[src/rtl/alu_io_sequencer.sv]
// Byte-serial command sequencer between a host handshake and a multi-cycle ALU.
// Optional WAIT_END timeout abort is enabled by defining ALU_SEQ_TIMEOUT_EN.
module alu_io_sequencer #(
   parameter int TIMEOUT_CYCLES = 255
) (
   input  logic        clk,
   input  logic        reset,
   input  logic        cmd_valid,
   output logic        cmd_ready,
   input  logic [1:0]  cmd_op,
   input  logic [15:0] cmd_x,
   input  logic [7:0]  cmd_y,
   output logic        res_valid,
   input  logic        res_ready,
   output logic [15:0] res_data,
   output logic        res_err,
   output logic        busy,
   output logic        alu_begin,
   output logic [1:0]  alu_op_code,
   output logic [7:0]  alu_inbus,
   input  logic [7:0]  alu_outbus,
   input  logic        alu_end
);

   localparam logic [2:0] IDLE     = 3'd0;
   localparam logic [2:0] START    = 3'd1;
   localparam logic [2:0] LOAD0    = 3'd2;
   localparam logic [2:0] LOAD1    = 3'd3;
   localparam logic [2:0] LOAD2    = 3'd4;
   localparam logic [2:0] WAIT_END = 3'd5;
   localparam logic [2:0] CAPT_LO  = 3'd6;
   localparam logic [2:0] RESP     = 3'd7;

   logic [2:0]  state;
   logic [1:0]  op_q;
   logic [15:0] x_q;
   logic [7:0]  y_q;
   logic [15:0] data_q;
   logic        is_div;
   logic        tmo_hit;

   assign is_div = (op_q == 2'b11);

`ifdef ALU_SEQ_TIMEOUT_EN
   localparam int CW = $clog2(TIMEOUT_CYCLES + 1);

   logic [CW-1:0] tmo_cnt;
   logic          err_q;

   // Counter restarts on every WAIT_END visit; it idles at zero elsewhere.
   always_ff @(posedge clk or posedge reset) begin
      if (reset) begin
         tmo_cnt <= '0;
      end else if (state != WAIT_END) begin
         tmo_cnt <= '0;
      end else if (!alu_end) begin
         tmo_cnt <= tmo_cnt + 1'b1;
      end
   end

   assign tmo_hit = (state == WAIT_END) && !alu_end &&
                    (tmo_cnt == CW'(TIMEOUT_CYCLES - 1));
   assign res_err = err_q;
`else
   assign tmo_hit = 1'b0;
   assign res_err = 1'b0;
`endif

   always_ff @(posedge clk or posedge reset) begin
      if (reset) begin
         state  <= IDLE;
         op_q   <= '0;
         x_q    <= '0;
         y_q    <= '0;
         data_q <= '0;
`ifdef ALU_SEQ_TIMEOUT_EN
         err_q  <= 1'b0;
`endif
      end else begin
         unique case (state)
            IDLE: begin
               if (cmd_valid) begin
                  op_q  <= cmd_op;
                  x_q   <= cmd_x;
                  y_q   <= cmd_y;
                  state <= START;
`ifdef ALU_SEQ_TIMEOUT_EN
                  err_q <= 1'b0;
`endif
               end
            end
            START: state <= LOAD0;
            LOAD0: state <= LOAD1;
            LOAD1: state <= is_div ? LOAD2 : WAIT_END;
            LOAD2: state <= WAIT_END;
            WAIT_END: begin
               if (alu_end) begin
                  data_q[15:8] <= alu_outbus;
                  state        <= CAPT_LO;
               end else if (tmo_hit) begin
                  data_q <= 16'hFFFF;
                  state  <= RESP;
`ifdef ALU_SEQ_TIMEOUT_EN
                  err_q  <= 1'b1;
`endif
               end
            end
            CAPT_LO: begin
               data_q[7:0] <= alu_outbus;
               state       <= RESP;
            end
            RESP: begin
               if (res_ready) state <= IDLE;
            end
            default: state <= IDLE;
         endcase
      end
   end

   // Operand byte order: div sends X high, X low, Y; others X low, Y.
   always_comb begin
      alu_inbus = '0;
      unique case (state)
         LOAD0:   alu_inbus = is_div ? x_q[15:8] : x_q[7:0];
         LOAD1:   alu_inbus = is_div ? x_q[7:0]  : y_q;
         LOAD2:   alu_inbus = y_q;
         default: alu_inbus = '0;
      endcase
   end

   assign cmd_ready   = (state == IDLE);
   assign busy        = (state != IDLE);
   assign alu_begin   = (state == START);
   assign res_valid   = (state == RESP);
   assign alu_op_code = op_q;
   assign res_data    = data_q;

endmodule

[config.mk]
export PLATFORM = sky130hd
export DESIGN_NAME = alu_io_sequencer
export DESIGN_NICKNAME = d
export VERILOG_FILES = /design/src/rtl/alu_io_sequencer.sv
export SDC_FILE = /design/constraint.sdc
export NUM_CORES = 1
export LEC_CHECK = 0
export ABC_AREA = 1
export BUFFER_PORTS_ARGS = -buffer_cell sky130_fd_sc_hd__buf_2
export CORE_MARGIN = 1.5
export CORE_UTILIZATION = 45
export CTS_CLUSTER_SIZE = 14
export DETAILED_ROUTE_END_ITERATION = 7
export PLACE_DENSITY_LB_ADDON = 0.1
export REMOVE_ABC_BUFFERS = 1
export SLEW_MARGIN = 20
export SYNTH_ARGS = -nofsm -noshare
export SYNTH_HDL_FRONTEND = slang
export SYNTH_SLANG_ARGS = --single-unit
[constraint.sdc]
create_clock -name clk -period 1.26 [get_ports clk]
set_clock_uncertainty 0.05 [all_clocks]
set_input_delay 0.063 -clock clk [delete_from_list [all_inputs] [get_ports clk]]
set_output_delay 0.063 -clock clk [all_outputs]
set_load 0.02 [all_outputs]
# == Word-level counts from Yosys, hierarchy flattened ==
# Cells that the tools add are included.
# word_totals
register_bits,45
inputBits,39
output_inout_bits,31
elab_cells,30
# op_classes
mux,8
n_reduce_logical,5
eq_ne,11
# op_table
operator,n
one-hot mux 3 bit (8 select lines),1
one-hot mux 8 bit (3 select lines),1
2-to-1 mux 8 bit,2
== test 3 bit (second input constant),4
2-to-1 mux 3 bit,3
== test 3 x 2 -> 1 bit (second input constant),2
!= test 2 bit (second input constant),2
AND reduction 2 bit,2
== test 3 x 1 -> 1 bit (second input constant),1
zero test 3 bit,1
AND reduction 3 bit,1
nonzero test 3 bit,1
== test 2 bit (second input constant),1
!= test 2 x 1 -> 1 bit (second input constant),1
2-to-1 mux 1 bit,1

# == Depth between registers and ports, before layout ==
# logic_depth
word_depth,3
depth_mapped,8
mapped_depth_nobuf,6

# == Worst setup path before layout ==
# Ideal clock, no wire load.
# synth_timing
path_kind,register to output
from,"register op_q[0], in the netlist alu_op_code[0]"
to,output port alu_inbus[1]
n_path_buf,1
t_required_ns,1.147
stages_incl_launch_ff,6
arrival_time_ns,1.240
slack_ns,-0.093
path_cell_list,dfrtp_1 -> nand2_1 -> buf_1 -> nand2_1 -> o211ai_1 -> nand3_1
# synth_via
elab_chain_len,3
elab_cells_between_ends,4
classes_between,1 x eq/ne; 3 x mux
# synth_lines
element,line,rtl
start: declaration,35,logic [1:0] op_q;
start signal: assignment,83,op_q <= cmd_op;
== test 2 bit (*),42,assign is_div = (op_q == 2'b11);
2-to-1 mux 8 bit (on tied branches),"125, 124",
one-hot mux 8 bit (3 select lines) (*),123,unique case (state)
end: declaration,20,"output logic [7:0] alu_inbus,"
# Every way passes the cells marked *; elsewhere a longest branch is shown, timed or not.

# == Final worst setup path ==
# layout_timing
from,register state[2]
to,output port alu_inbus[7]
# layout_via
elab_chain_len,2
elab_cells_between_ends,4
classes_between,3 x eq/ne; 1 x mux
# layout_lines
element,line,rtl
start: declaration,34,logic [2:0] state;
start signal: assignment,94,LOAD1: state <= is_div ? LOAD2 : WAIT_END;
== test 3 bit or == test 3 x 2 -> 1 bit (tied branches),123,
one-hot mux 8 bit (3 select lines) (*),123,
# Marked as above.

==> results_dict.tcl <==
set metrics [dict create \
    yosysMostFrequentCell "nand2_1" \
    grt_setup_unrepaired "yes" \
    power.share.clock_pct 13.0 \
    hold_violations 0 \
    cts_buffers 5 \
    num_vias 2421 \
    die_w_microns 73.7 \
    cpLargestDelayFamily "flip-flops" \
    die-area_sq_mm 0.00544 \
    synth_cell_type_count 26 \
    drv_slew 0 \
    antenna_left 0 \
    grt_pass1_vias 2252 \
    die_y_microns 73.7 \
    antenna_found_initial 0 \
    holdCritPathClass "input port to register" \
    drc 0 \
    vias_per_cell 4.92 \
    drv_cap 0 \
    power.switching_w 0.00373 \
    switching_share_pct 43.6 \
    max_stage_delay_ns 0.44 \
    met3_usage_pct 6.04 \
    whs_ns 0.0235 \
    synth_area_leaders "dfrtp_1, nand2_1, nand3_1" \
    relSlewSlack_pct 61.5 \
    yosysTopAreaCellShare_pct 50.0 \
    routedWlPerCell_microns 13.7 \
    cts_max_level 2 \
    ys_ff_latch 45 \
    synth_common_cells "nand2_1, dfrtp_1, nand3_1, inv_1, o21ai_0" \
    clockRootBuffer "clkbuf_8" \
    cp_max_fo 5 \
    cts_tree "done" \
    cts_buffer_depth 2 \
    worstPathRequired_ns 1.15 \
    p_leak_nw 1.97 \
    gr-max-usage-layer "met2" \
    port_buffers 68 \
    start_kind "register" \
    vdd_ir_drop_max_mv 1.21 \
    drt_iter0_drc 194 \
    crit_path_end_kind "output port" \
    synth_area_sq_mm 0.00225 \
    use_met2_pct 39.9 \
    yosysSeqAreaShare_pct 50.0 \
    grt_pass1_wl_microns 10600 \
    pwr-share-comb_pct 56.1 \
    std_cell_rows 25 \
    n_fill_cell 304 \
    crit_arrival_ns 1.55 \
    critical-path-slowest-cell "dfrtp_2" \
    cts.sinks 45 \
    p_int_w 0.00483 \
    fin_ws_ns -0.403 \
    antennaDiodeCount 0 \
    async_flop_share_pct 100 \
    power_density_mw_per_mm2 2220 \
    dp_hpwl_microns 3670 \
    start_util_pct 47.0 \
    cp_num_buf_inv 3 \
    layout.nets 463 \
    synth_edf_count 0 \
    avgSynthCellArea_sq_um 7.71 \
    grt-ovfl-total 0 \
    clk_latency_ns 0.31 \
    run_status "finished with violations" \
    synth_top_cell_by_area "dfrtp_1" \
    pwr-share-seq_pct 30.9 \
    setup_viol 49 \
    path_class "register to output port" \
    cp_cell_sequence "inv_2 > nand2_4 > nor2_4 > buf_6 > nand3_4 > o211ai_1 > buf_4" \
    max_slew.worst_pin.slew_ns 0.577 \
    clk_pin_slew_ns 0.09 \
    core_area_sq_mm 0.00479 \
    synthCells 292 \
    synthFlopType "dfrtp_1" \
    fin_crit_ns 1.66 \
    fmax_mhz 601 \
    yosysWarnings 0 \
    drive_gt1_share_pct 44.5 \
    power_w 0.00856 \
    met1_usage_pct 35.8 \
    areaGrowthSynthToFinish_pct 71.5 \
    fin_crit_sh_pct 132 \
    violations "setup timing" \
    dr.pass1.iters 4 \
    grt_max_degree 46 \
    track_usage_pct 25.9 \
    routed_wl_microns 6740 \
    place.gp.congestion 0.804 \
    pin_count 70 \
]
[through the flow]
step / setup TNS (ns) / util, % / cells / cell area [sq um] / worst slack, ns
CTS: -7.38 / 76.3 / 488 / 3650 / -0.336
floorplan: -7.05 / - / 277 / 2160 / -0.341
detailed placement: -1.60 / 57.5 / 431 / 2750 / -0.108
global placement: -0.240 / 57.5 / 431 / 2750 / -0.0525
finish: -12.10 / 80.7 / 492 / 3860 / -0.403
global route: -15.13 / 80.7 / 492 / 3860 / -0.443
[cells in the final DEF, fill, tap and decap left out, drive strengths merged]
cell type,count
bufbuf,1
inv,37
clkbuf,6
nand4,2
o211ai,8
dfrtp,45
clkinv,1
nand3b,1
nand2,113
nor3,1
o21ai,19
nor2,8
bufinv,1
nand3,43
a21oi,2
conb,1
buf,100
dlygate4sd3,35
o21bai,1
[state kept, by name (all words and copies together) (netlist names)]
signal and cells:
res_data 16, x_q 16, y_q 8, state 3, alu_op_code 2
[power groups by stage]
stage	Clock, W	Combinational [W]	Sequential, W
final	0.00111	0.00480	0.00265
after global routing	0.00119	0.00523	0.00273
after CTS	0.00112	0.00413	0.00258
after detailed placement	0	0.00321	0.00254
after global placement	0	0.00317	0.00252
after floorplan	0	0.00167	0.00285
[final cells by class]
| type | instances | area (sq um) | share of cell area, % |
|---|---|---|---|
| clock buffers | 6 | 72.6 | 1.88 |
| clock inverters | 2 | 38.8 | 1.00 |
| inverters | 37 | 146 | 3.79 |
| multi-input cells | 199 | 1250 | 32.3 |
| flip-flops and latches | 45 | 1130 | 29.3 |
| well taps | 67 | 83.8 | 2.17 |
| repair buffers | 136 | 1140 | 29.6 |
[worst min-delay path: cells and delay by family]
kind            cells  cell delay (ns)
compound gates      1             0.16
buf+inv             1             0.08
simple gates        1             0.04
[cells by family (layout without fill, tap and decap cells)]
| logic type | Yosys count | count (layout) | share of synthesized area [%] |
|---|---|---|---|
| DFF | 45 | 45 | 50.0 |
| AOI/OAI and AO/OA | 30 | 30 | 7.67 |
| other | 1 | 1 | 0.167 |
| buffers and inverters | 52 | 181 | 10.3 |
| and+or+nand+nor | 164 | 168 | 31.9 |
[per-layer routing]
| metal | vias to the layer above | routed length, microns |
|---|---|---|
| li1 | 1193 | - |
| met4 | 0 | 82 |
| met1 | 1138 | 3080 |
| met5 | - | 0 |
| met3 | 8 | 418 |
| met2 | 82 | 3160 |
[final timing paths]
path	startpoint	end	slack [ns]	cells past startpoint
worst max-delay path	state[2]	alu_inbus[7]	-0.40	7
worst min-delay path	res_ready	state[1]	0.02	3
worst max register to register	state[1]	alu_op_code[1]	-0.29	9
worst min register to register	res_data[11]	res_data[11]	0.43	2
max in group asynchronous	reset	state[2]	0.67	4
min in group asynchronous	reset	res_data[12]	0.28	4
[what timing repair did]
action	in CTS	in global routing
endpoints found under the hold margin	87	0
pin swaps	18	12
hold buffers	35	0
setup endpoints to repair	49	57
gates cloned	5	1
gates resized for setup	78	52
setup buffers	9	3
No activity file was read; power rests on OpenSTA's default activity.
